==> config.mk <==
export PLATFORM = sky130hd
export DESIGN_NAME = pipe_ctrl
export DESIGN_NICKNAME = d
export VERILOG_FILES = /design/src/rtl/pipe_ctrl_pkg.sv /design/src/rtl/pipe_ctrl_mc_cnt.sv /design/src/rtl/pipe_ctrl.sv
export SDC_FILE = /design/constraint.sdc
export NUM_CORES = 1
export LEC_CHECK = 0
export CAP_MARGIN = 20
export CORE_UTILIZATION = 36
export DETAILED_ROUTE_END_ITERATION = 8
export DONT_BUFFER_PORTS = 1
export GPL_TIMING_DRIVEN = 0
export PLACE_DENSITY = 0.51
export SLEW_MARGIN = 30
export SYNTH_ARGS = -nofsm -noshare
export SYNTH_HDL_FRONTEND = slang
export SYNTH_HIERARCHICAL = 1
export SYNTH_SLANG_ARGS = --single-unit
==> constraint.sdc <==
create_clock -name clk -period 3.4 [get_ports clk]
set_clock_uncertainty 0.15 [all_clocks]
set_input_delay 0.68 -clock clk [delete_from_list [all_inputs] [get_ports clk]]
set_output_delay 0.68 -clock clk [all_outputs]
set_load 0.03 [all_outputs]
==> src/rtl/pipe_ctrl_pkg.sv <==
// Shared definitions for the pipeline controller: stall encodings, FSM states,
// and the default exception vector.
package pipe_ctrl_pkg;

  typedef enum logic [1:0] {
    ST_RUN   = 2'd0,
    ST_MULTI = 2'd1,
    ST_FLUSH = 2'd2
  } pc_state_t;

  // Hold bits {mem/wb, ex/mem, id/ex, if/id, pc}
  localparam logic [4:0] STALL_NONE = 5'b00000;
  localparam logic [4:0] STALL_ID   = 5'b00011;
  localparam logic [4:0] STALL_EX   = 5'b00111;
  localparam logic [4:0] STALL_MEM  = 5'b01111;

  localparam logic [31:0] EXC_VECTOR_DEF = 32'h0000_0380;

endpackage

==> src/rtl/pipe_ctrl_mc_cnt.sv <==
// Multi-cycle EX down-counter: loads MC_LAT-1 on start, freezes on memory stall,
// and flags the final decrementing cycle as done.
module pipe_ctrl_mc_cnt #(
  parameter int MC_LAT = 8
) (
  input  logic clk,
  input  logic rst,
  input  logic load,
  input  logic freeze,
  input  logic clear,
  output logic busy,
  output logic done
);

  logic [7:0] count;

  always_ff @(posedge clk or negedge rst) begin
    if (!rst) begin
      count <= 8'd0;
    end else if (clear) begin
      count <= 8'd0;
    end else if (load) begin
      count <= 8'(MC_LAT - 1);
    end else if (busy && !freeze) begin
      count <= count - 8'd1;
    end
  end

  assign busy = (count != 8'd0);
  // The mc_start cycle is the first hold cycle, so the last hold is at count==1.
  assign done = busy && !freeze && (count == 8'd1);

endmodule

==> src/rtl/pipe_ctrl.sv <==
// Central pipeline controller: stall merging, multi-cycle EX sequencing and
// exception/eret redirect. Optional stall watchdog under PIPE_CTRL_WDOG_EN.
//
// state    | meaning
// ST_RUN   | normal issue; stalls merged by priority
// ST_MULTI | EX multi-cycle op in progress, counter running
// ST_FLUSH | one bubble cycle after a redirect; squashed requests ignored
module pipe_ctrl
  import pipe_ctrl_pkg::*;
#(
  parameter int                ADDR_W     = 32,
  parameter logic [ADDR_W-1:0] EXC_VECTOR = ADDR_W'(EXC_VECTOR_DEF),
  parameter int                MC_LAT     = 8,
  parameter int                WDOG_LIMIT = 1024
) (
  input  logic              clk,
  input  logic              rst,
  input  logic              stall_req_id,
  input  logic              stall_req_ex,
  input  logic              mc_start,
  input  logic              stall_req_mem,
  input  logic              exc_valid,
  input  logic              eret,
  input  logic [ADDR_W-1:0] epc,
  output logic [4:0]        stall,
  output logic              flush,
  output logic              redirect_flag,
  output logic [ADDR_W-1:0] redirect_addr,
  output logic              mc_busy,
  output logic              wdog_timeout
);

  pc_state_t         state, state_nxt;
  logic [4:0]        stall_c;
  logic              flush_c, rflag_c, busy_c;
  logic [ADDR_W-1:0] raddr_c;
  logic              cnt_load, cnt_clear, cnt_busy, cnt_done;

  pipe_ctrl_mc_cnt #(.MC_LAT(MC_LAT)) u_mc_cnt (
    .clk    (clk),
    .rst    (rst),
    .load   (cnt_load),
    .freeze (stall_req_mem),
    .clear  (cnt_clear),
    .busy   (cnt_busy),
    .done   (cnt_done)
  );

  always_ff @(posedge clk or negedge rst) begin
    if (!rst) state <= ST_RUN;
    else      state <= state_nxt;
  end

  always_comb begin
    state_nxt = state;
    stall_c   = STALL_NONE;
    flush_c   = 1'b0;
    rflag_c   = 1'b0;
    raddr_c   = '0;
    busy_c    = 1'b0;
    cnt_load  = 1'b0;
    cnt_clear = 1'b0;
    case (state)
      ST_RUN: begin
        if (exc_valid || eret) begin
          flush_c   = 1'b1;
          rflag_c   = 1'b1;
          raddr_c   = exc_valid ? EXC_VECTOR : epc;
          state_nxt = ST_FLUSH;
        end else begin
          if (mc_start) begin
            cnt_load  = 1'b1;
            busy_c    = 1'b1;
            state_nxt = ST_MULTI;
          end
          if (stall_req_mem)                  stall_c = STALL_MEM;
          else if (mc_start || stall_req_ex)  stall_c = STALL_EX;
          else if (stall_req_id)              stall_c = STALL_ID;
        end
      end
      ST_MULTI: begin
        if (exc_valid || eret) begin
          flush_c   = 1'b1;
          rflag_c   = 1'b1;
          raddr_c   = exc_valid ? EXC_VECTOR : epc;
          cnt_clear = 1'b1;
          state_nxt = ST_FLUSH;
        end else begin
          busy_c  = cnt_busy;
          stall_c = stall_req_mem ? STALL_MEM : STALL_EX;
          if (cnt_done || !cnt_busy) state_nxt = ST_RUN;
        end
      end
      ST_FLUSH: begin
        flush_c   = 1'b1;
        state_nxt = ST_RUN;
      end
      default: state_nxt = ST_RUN;
    endcase
  end

  // Outputs read as zero for the whole time reset is asserted.
  assign stall         = rst ? stall_c : STALL_NONE;
  assign flush         = rst & flush_c;
  assign redirect_flag = rst & rflag_c;
  assign redirect_addr = rst ? raddr_c : '0;
  assign mc_busy       = rst & busy_c;

`ifdef PIPE_CTRL_WDOG_EN
  logic [15:0] wdog_cnt;
  logic        wdog_flag;
  logic        wdog_hit;

  // wdog_cnt holds previous consecutive stalled cycles; +1 counts this one.
  assign wdog_hit = stall[0] && ((32'(wdog_cnt) + 32'd1) >= 32'(WDOG_LIMIT));

  always_ff @(posedge clk or negedge rst) begin
    if (!rst) begin
      wdog_cnt  <= 16'd0;
      wdog_flag <= 1'b0;
    end else begin
      if (!stall[0])               wdog_cnt <= 16'd0;
      else if (wdog_cnt != 16'hFFFF) wdog_cnt <= wdog_cnt + 16'd1;
      if (wdog_hit) wdog_flag <= 1'b1;
    end
  end

  assign wdog_timeout = wdog_flag | wdog_hit;
`else
  logic unused_wdog;
  assign unused_wdog  = (WDOG_LIMIT != 0);
  assign wdog_timeout = 1'b0;
`endif

endmodule

Yosys cells after proc, flatten, opt, wreduce, memory -nomap -nowiden
Index checks and enable logic that the tools add are counted.
{ "totals": {"reg_bits": 10, "inputBits": 40, "output_inout_bits": 41, "word_cells": 52} }
{ "classes": {"addsub": 1, "eq_ne": 5, "muxes": 29, "n_bitwise": 3, "reduce_logical": 12} }
{ "op_table": {"columns": ["operator", "count"], "rows": [
  ["$mux W32", 4],
  ["$mux W8", 3],
  ["$mux W4", 4],
  ["$mux W2", 5],
  ["$eq A8 B1 Y1 const B", 1],
  ["$pmux W4 S2", 1],
  ["$reduce_bool A8 Y1", 1],
  ["$sub A8 B1 Y8 const B", 1],
  ["$mux W1", 7],
  ["$ne A3 B3 Y1 const B", 2],
  ["$mux W5", 1],
  ["$pmux W1 S2", 2],
  ["$pmux W2 S2", 1],
  ["$and A1 B1 Y1", 3],
  ["$logic_or A1 B1 Y1", 3],
  ["$mux W3", 1],
  ["$reduce_bool A3 Y1", 1],
  ["$eq A2 B1 Y1 const B", 1],
  ["$eq A2 B2 Y1 const B", 1],
  ["$logic_and A1 B1 Y1", 2],
  ["$logic_not A1 Y1", 2],
  ["$logic_not A2 Y1", 1],
  ["$reduce_and A2 Y1", 1],
  ["$reduce_or A2 Y1", 1]
]} }

Logic depth before layout (Yosys ltp)
Gate-level depths: netlist of run 1.
{ "logic_depth": {"ltp_word": 7, "mapped_depth": 6, "mapped_depth_nobuf": 6} }

Cells and area by module
The synthesis of run 1 kept the hierarchy.
{ "modules_own_cells": {"columns": ["module", "instances", "cells_per_inst", "area_per_inst_um2", "seq_area_each_um2"], "rows": [
  ["pipe_ctrl_mc_cnt", 1, 53, 506.7, 200.2],
  ["pipe_ctrl", 1, 66, 462.9, 50.0]
]} }

Least setup slack after synthesis of run 1
No wires, ideal clock.
{ "synth_timing": {"kind": "input-to-output", "from": "in eret", "to": "out stall[1]", "t_arrival_ps": 2036, "t_required_ps": 2570, "slack_ps": 534, "stages": 3, "path_buffers": 1, "path_cell_list": "or4b_4 > a21oi_1 > buf_4"} }
{ "synth_via": {"elab_chain_cells": 4, "word_cells_on_any_way": 5, "cone_classes": "4 x mux; 1 x reduce/logical"} }
{ "synth_lines": {"columns": ["element", "line", "text"], "rows": [
  ["start: declaration", "pipe_ctrl.sv:23", "input logic eret,"],
  ["$logic_or A1 B1 Y1 (*)", "pipe_ctrl.sv:65, pipe_ctrl.sv:82", null],
  ["$mux W4 (on tied branches)", "pipe_ctrl.sv:82, pipe_ctrl.sv:65", null],
  ["$pmux W4 S2 (*)", "pipe_ctrl.sv:63", "case (state)"],
  ["$mux W5 (*)", "pipe_ctrl.sv:103", "assign stall = rst ? stall_c : STALL_NONE;"],
  ["end: declaration", "pipe_ctrl.sv:25", "output logic [4:0] stall,"]
]} }
Mark *: on every way between the ends. The rest lies on a longest branch, timed or not.

Worst setup path in the final report of run 1
{ "layout_timing": {"from": "reg state[1]", "to": "out stall[1]"} }
{ "layout_via": {"elab_chain_cells": 3, "word_cells_on_any_way": 4, "cone_classes": "1 x eq/ne; 2 x mux; 1 x reduce/logical"} }
{ "layout_lines": {"columns": ["element", "line", "text"], "rows": [
  ["start: declaration", "pipe_ctrl.sv:33", "pc_state_t state, state_nxt;"],
  ["start signal: assignment", "pipe_ctrl.sv:51", "else state <= state_nxt;"],
  ["$eq A2 B1 Y1 or $logic_not A2 Y1 (tied branches)", "pipe_ctrl.sv:63", null],
  ["$pmux W4 S2 (*)", "pipe_ctrl.sv:63", null],
  ["$mux W5 (*)", "pipe_ctrl.sv:103", null]
]} }
Marked as above.

==> impl_metrics.json, run 1 <==
{
  "slew_violations": 0,
  "worst_setup_path_end_kind": "output port",
  "grt_pass1_vias": 739,
  "synth.mux.area_fraction": 0.0116,
  "grt_overflow": 0,
  "grt_pass1_wl_um": 3150,
  "final_cell_mix": "and2_1, nor2_1, a21oi_1, and2_4, dfrtp_1",
  "vias": 899,
  "initial_utilization": 0.384,
  "tns_ps": 0,
  "grt_setup_unrepaired": "no",
  "cp_max_fo": 7,
  "routed_wl_um": 2260,
  "core.rowCount": 18,
  "vdd.ir_drop.worst_mv": 0.346,
  "ant_nets": 0,
  "post-route-util": 0.419,
  "drt_first_pass_iters": 4,
  "grt_max_degree": 11,
  "maxCapViolations": 0,
  "die_w_um": 53.9,
  "cts_max_level": 1,
  "p_leak_nw": 0.472,
  "pwr-share-seq": 0.357,
  "wl_per_cell_um": 14.6,
  "hold_class": "flop to flop",
  "synth_cell_type_count": 38,
  "setup_viol": 0,
  "drive_gt1_frac": 0.240,
  "cts_buffer_depth": 2,
  "hpwl_um": 1720,
  "p_comb_frac": 0.461,
  "crit_type": "flop to output port",
  "via_per_inst": 5.80,
  "clock.fmax_mhz": 342,
  "post_cts_buffers": 0,
  "synth_xor_area_frac": 0,
  "tightest_slew_ps": 808,
  "pwr-share-clk": 0.182,
  "synth_seq_area_share": 0.258,
  "synth_top_family_by_area": "simple AND/OR/NAND/NOR gates",
  "cts_made_buffers": 3,
  "drt_iter0_markers": 18,
  "synth_fa_ha_area_frac": 0.0258,
  "p_int_mw": 0.345,
  "ys_ff_latch": 10,
  "whs_ps": 392,
  "layout.cells.most_common": "and2_1",
  "swShare": 0.439,
  "drc": 0,
  "max-slew-margin-rel": 0.457,
  "synth_area_sq_um": 970,
  "power_switching_mw": 0.270,
  "dpl_cell_area_sq_um": 1010,
  "num_antenna_cells": 0,
  "synthCells": 119,
  "io_pins": 81,
  "pwr_density_cell_nw_per_um2": 582,
  "io_buffer_count": 0,
  "finalInstanceArea_sq_um": 1060,
  "cts-root-buf": "clkbuf_4",
  "critPathArrivalTime_ps": 2090,
  "pre_cts_slack_ps": 492,
  "finalWeightedCongestion": 0.759,
  "dieArea_sq_um": 2910,
  "track_usage": 0.154,
  "path_clk_slew_ps": 70,
  "insertion_delay_ps": 270,
  "avgSynthCellArea_sq_um": 8.15,
  "outcome": "finished, final reports clean",
  "yosysWarnings": 6,
  "antenna_found_initial": 0,
  "synth_compound_area_frac": 0.157,
  "core_area_sq_um": 2520,
  "timing.final.ws_setup_ps": 478,
  "synth-simple-area-share": 0.472,
  "clock-sinks": 10,
  "cp.required_ps": 2570,
  "cp-start-kind": "flop",
  "dieHeight_um": 53.9,
  "area_growth_pct": 9.03,
  "cts_tree": "built",
  "hold_viol_final": 0,
  "final_nets": 168,
  "fin_crit_ps": 2920,
  "min_period_over_period": 0.859
}
## registers in the layout, indices dropped and copies added (netlist names)
| name | count |
|---|---|
| u_mc_cnt/count | 8 |
| state | 2 |
## what timing repair did
item / 4_1_cts / 5_1_grt
hold buffers: 1 / 0
gates resized for setup: 0 / 0
hold endpoints to repair: 10 / 0
## cell type report
type                       instances  area, sq um
sequential                        10          250
tap                               30         37.5
inverter                           5         18.8
clock buffer                       4         36.3
timing repair buffer               1         10.0
buffer                             6         50.0
fill                             242         1470
multi-input combinational         99          654
## critical path, stage by stage, from the launching register on
cell	delay [ps]
dfrtp_1	440
or4b_4	530
a21oi_1	570
buf_4	280
## final timing paths
path | start | endpoint | slack (ps) | depth (start not counted)
max in group asynchronous | rst | u_mc_cnt/count[7]$_DFFE_PN0P_ | 2130 | 1
min in group asynchronous | rst | u_mc_cnt/count[2]$_DFFE_PN0P_ | 650 | 1
max | state[1]$_DFFE_PN0P_ | stall[1] | 480 | 3
min | state[1]$_DFFE_PN0P_ | state[1]$_DFFE_PN0P_ | 390 | 1
max reg2reg | u_mc_cnt/count[2]$_DFFE_PN0P_ | u_mc_cnt/count[7]$_DFFE_PN0P_ | 1350 | 3
min reg2reg | state[1]$_DFFE_PN0P_ | state[1]$_DFFE_PN0P_ | 390 | 1
## per-layer routing
metal / up-vias / wire [um] / track usage
met3: 4 / 169 / 0.0367
met5: - / 0 / 0
met1: 410 / 903 / 0.181
met4: 0 / 27 / 0.0921
met2: 60 / 1160 / 0.251
li1: 425 / - / -
## Yosys cell counts
cell type,number,area share
and4bb_1,1,0.013
dfrtp_1,10,0.26
nand2_1,3,0.012
and2_4,10,0.090
conb_1,1,0.0039
and4_1,2,0.018
nor4_1,1,0.0065
a211oi_1,1,0.0077
buf_4,3,0.023
or3_2,2,0.015
o311a_2,1,0.012
nor2_1,14,0.054
and2_1,19,0.12
a211o_2,1,0.010
clkbuf_2,1,0.0052
o31ai_1,2,0.015
a21oi_1,13,0.067
mux2_2,1,0.012
or4b_4,1,0.014
or3_1,1,0.0065
a21o_1,1,0.0077
nand4b_1,1,0.0090
nand3_1,1,0.0052
ha_1,2,0.026
or4_4,1,0.012
nor3_1,4,0.021
a32o_1,1,0.010
a31o_2,1,0.0090
or2_2,1,0.0065
a311o_2,1,0.012
buf_6,2,0.023
inv_1,5,0.019
a31oi_1,1,0.0065
nand2b_1,3,0.019
and3_1,1,0.0065
nand3b_1,1,0.0077
nor3b_1,3,0.023
or4b_1,1,0.010
## power groups by stage
stage                     combinational [mW]  sequential, mW  clock [mW]
after floorplan                        0.236           0.206           0
after global routing                   0.320           0.227       0.123
after detailed placement               0.277           0.220           0
after CTS                              0.282           0.218       0.115
after global placement                 0.278           0.220           0
final                                  0.284           0.219       0.112
## metrics by stage
step                      std cells  power, mW
after floorplan                 120      0.442
after global placement          150      0.498
after detailed placement        150      0.498
after CTS                       155      0.615
after global routing            155      0.670
final                           155      0.615
## logic make-up after synthesis
| logic type | Yosys count |
|---|---|
| buffers and inverters | 11 |
| AO/OA/AOI/OAI | 23 |
| AND/OR/NAND/NOR | 71 |
| multiplexers | 1 |
| flip-flops | 10 |
| other | 1 |
| adder cells (fa/ha/maj) | 2 |
(Power assumes the default switching activity.)
==> run 2, diff against run 1 <==
--- a/config.mk
+++ b/config.mk
@@ -5,12 +5,14 @@
 export SDC_FILE = /design/constraint.sdc
 export NUM_CORES = 1
 export LEC_CHECK = 0
-export CAP_MARGIN = 20
+export CAP_MARGIN = 25
+export CELL_PAD_IN_SITES_DETAIL_PLACEMENT = 0
+export CELL_PAD_IN_SITES_GLOBAL_PLACEMENT = 1
 export CORE_UTILIZATION = 36
 export DETAILED_ROUTE_END_ITERATION = 8
 export DONT_BUFFER_PORTS = 1
 export GPL_TIMING_DRIVEN = 0
-export PLACE_DENSITY = 0.51
+export PLACE_DENSITY = 0.71
 export SLEW_MARGIN = 30
 export SYNTH_ARGS = -nofsm -noshare
 export SYNTH_HDL_FRONTEND = slang
==> run 2 against run 1 <==
Critical path depth unchanged; first-iteration DRC count down 22%; power down 0.16%; clock power about the same; combinational power about the same; sequential power about the same; die area unchanged; clock-buffer cell count unchanged; global-route usage about the same; cell count unchanged; worst setup slack better by 19 ps; wire length up 7.9%; critical endpoint unchanged; largest power group unchanged.
==> impl_metrics.json, run 2 (synthesis gave the netlist of run 1 again) <==
{
  "grt_max_degree": 11,
  "grt_overflow": 0,
  "io_pins": 81,
  "maxCapViolations": 0,
  "hpwl_um": 1910,
  "cts_made_buffers": 3,
  "power_switching_mw": 0.269,
  "path_clk_slew_ps": 70,
  "antenna_found_initial": 0,
  "largest_reg_flops": 8,
  "grt_pass1_vias": 706,
  "dieArea_sq_um": 2910,
  "whs_ps": 392,
  "post-route-util": 0.419,
  "cts_tree": "built",
  "critPathArrivalTime_ps": 2070,
  "hold_class": "flop to flop",
  "hold_viol_final": 0,
  "cts_resized": 0,
  "track_usage": 0.154,
  "layout.cells.most_common": "and2_1",
  "tns_ps": 0,
  "vias": 892,
  "max-slew-margin-rel": 0.468,
  "finalWeightedCongestion": 0.789,
  "cp-start-kind": "flop",
  "p_total_mw": 0.614,
  "cts_buffer_depth": 2,
  "die_w_um": 53.9,
  "outcome": "finished, final reports clean",
  "top_regs": "u_mc_cnt/count: 8 flops, state: 2 flops",
  "pwr-share-clk": 0.178,
  "slowest_stage": "a21oi_1",
  "max_flop_register": "u_mc_cnt/count",
  "pwr_density_cell_nw_per_um2": 581,
  "fin_cells": 155,
  "swShare": 0.438,
  "io_buffer_count": 0,
  "insertion_delay_ps": 260,
  "grt_setup_unrepaired": "no",
  "worst_setup_path_end_kind": "output port",
  "wl_per_cell_um": 15.7,
  "drt_first_pass_iters": 4,
  "setup_viol": 0,
  "initial_utilization": 0.384,
  "core_area_sq_um": 2520,
  "num_antenna_cells": 0,
  "drc": 0,
  "ant_nets": 0,
  "final_cell_mix": "and2_1, nor2_1, a21oi_1, and2_4, dfrtp_1",
  "min_period_over_period": 0.854,
  "clock-sinks": 10,
  "via_per_inst": 5.75,
  "drt_iter0_markers": 14,
  "cts-root-buf": "clkbuf_4",
  "pwr-share-seq": 0.359,
  "p_leak_nw": 0.472,
  "final_nets": 168,
  "slowest_delay_ps": 570,
  "slew_violations": 0,
  "path_cells": "or4b_4, a21oi_1, buf_4",
  "fin_crit_ps": 2900,
  "p_int_mw": 0.345,
  "core.rowCount": 18,
  "clock.fmax_mhz": 344,
  "tightest_slew_ps": 796,
  "p_comb_frac": 0.463,
  "routed_wl_um": 2440,
  "grt_pass1_wl_um": 3190,
  "crit_type": "flop to output port",
  "vdd.ir_drop.worst_mv": 0.365,
  "cp.required_ps": 2570,
  "area_growth_pct": 9.03,
  "dieHeight_um": 53.9,
  "dp.cells": 150,
  "drive_gt1_frac": 0.240,
  "cts_max_level": 1,
  "cp_max_fo": 7
}
run 2: cell counts in the layout (fill, tap and decap cells not counted):
No cell type changed its count.
run 2: cell type report:
type | instances | area [sq um]
multi-input combinational | 99 | 654
sequential | 10 | 250
fill | 263 | 1470
buffer | 6 | 50.0
tap | 30 | 37.5
inverter | 5 | 18.8
timing repair buffer | 1 | 10.0
clock buffer | 4 | 36.3
run 2: power by group through the flow:
| stage | clock network [mW] | registers (mW) | logic (mW) |
|---|---|---|---|
| 3_3_place_gp | 0 | 0.220 | 0.276 |
| 5_1_grt | 0.118 | 0.226 | 0.315 |
| 2_1_floorplan | 0 | 0.206 | 0.236 |
| 3_5_place_dp | 0 | 0.221 | 0.280 |
| 6_report | 0.109 | 0.220 | 0.284 |
| 4_1_cts | 0.114 | 0.218 | 0.285 |
run 2: layer usage:
metal	share of wire	vias up	GRT usage
met2	0.54	41	0.292
met1	0.38	427	0.171
li1	-	424	-
met4	0	0	0.0263
met3	0.080	0	0.0395
met5	0	-	0
run 2: final timing paths:
| path | to | cells past startpoint | startpoint | slack (ps) |
|---|---|---|---|---|
| hold / removal | state[1]$_DFFE_PN0P_ | 1 | state[1]$_DFFE_PN0P_ | 390 |
| max in group asynchronous | state[0]$_DFFE_PN0P_ | 1 | rst | 2120 |
| setup reg to reg | u_mc_cnt/count[0]$_DFFE_PN0P_ | 5 | state[1]$_DFFE_PN0P_ | 1340 |
| setup / recovery | stall[1] | 3 | state[1]$_DFFE_PN0P_ | 500 |
| min in group asynchronous | u_mc_cnt/count[2]$_DFFE_PN0P_ | 1 | rst | 660 |
| hold reg to reg | state[1]$_DFFE_PN0P_ | 1 | state[1]$_DFFE_PN0P_ | 390 |
run 2: worst max-delay path: cells and delay by family (launching register included):
family / cells / cell delay (ps)
AOI/OAI and AO/OA: 1 / 570
and+or+nand+nor: 1 / 520
DFF: 1 / 440
buffers and inverters: 1 / 280
run 2: metrics by stage:
stage                     worst slack [ps]  area (sq um)
after floorplan                        534           973
after global placement                 495          1010
after detailed placement               494          1010
after CTS                              482          1060
after global routing                   388          1060
final                                  497          1060
run 2: repair_timing:
item	4_1_cts	5_1_grt
setup buffers	0	0
hold buffers	1	0
endpoints found under the hold margin	10	0
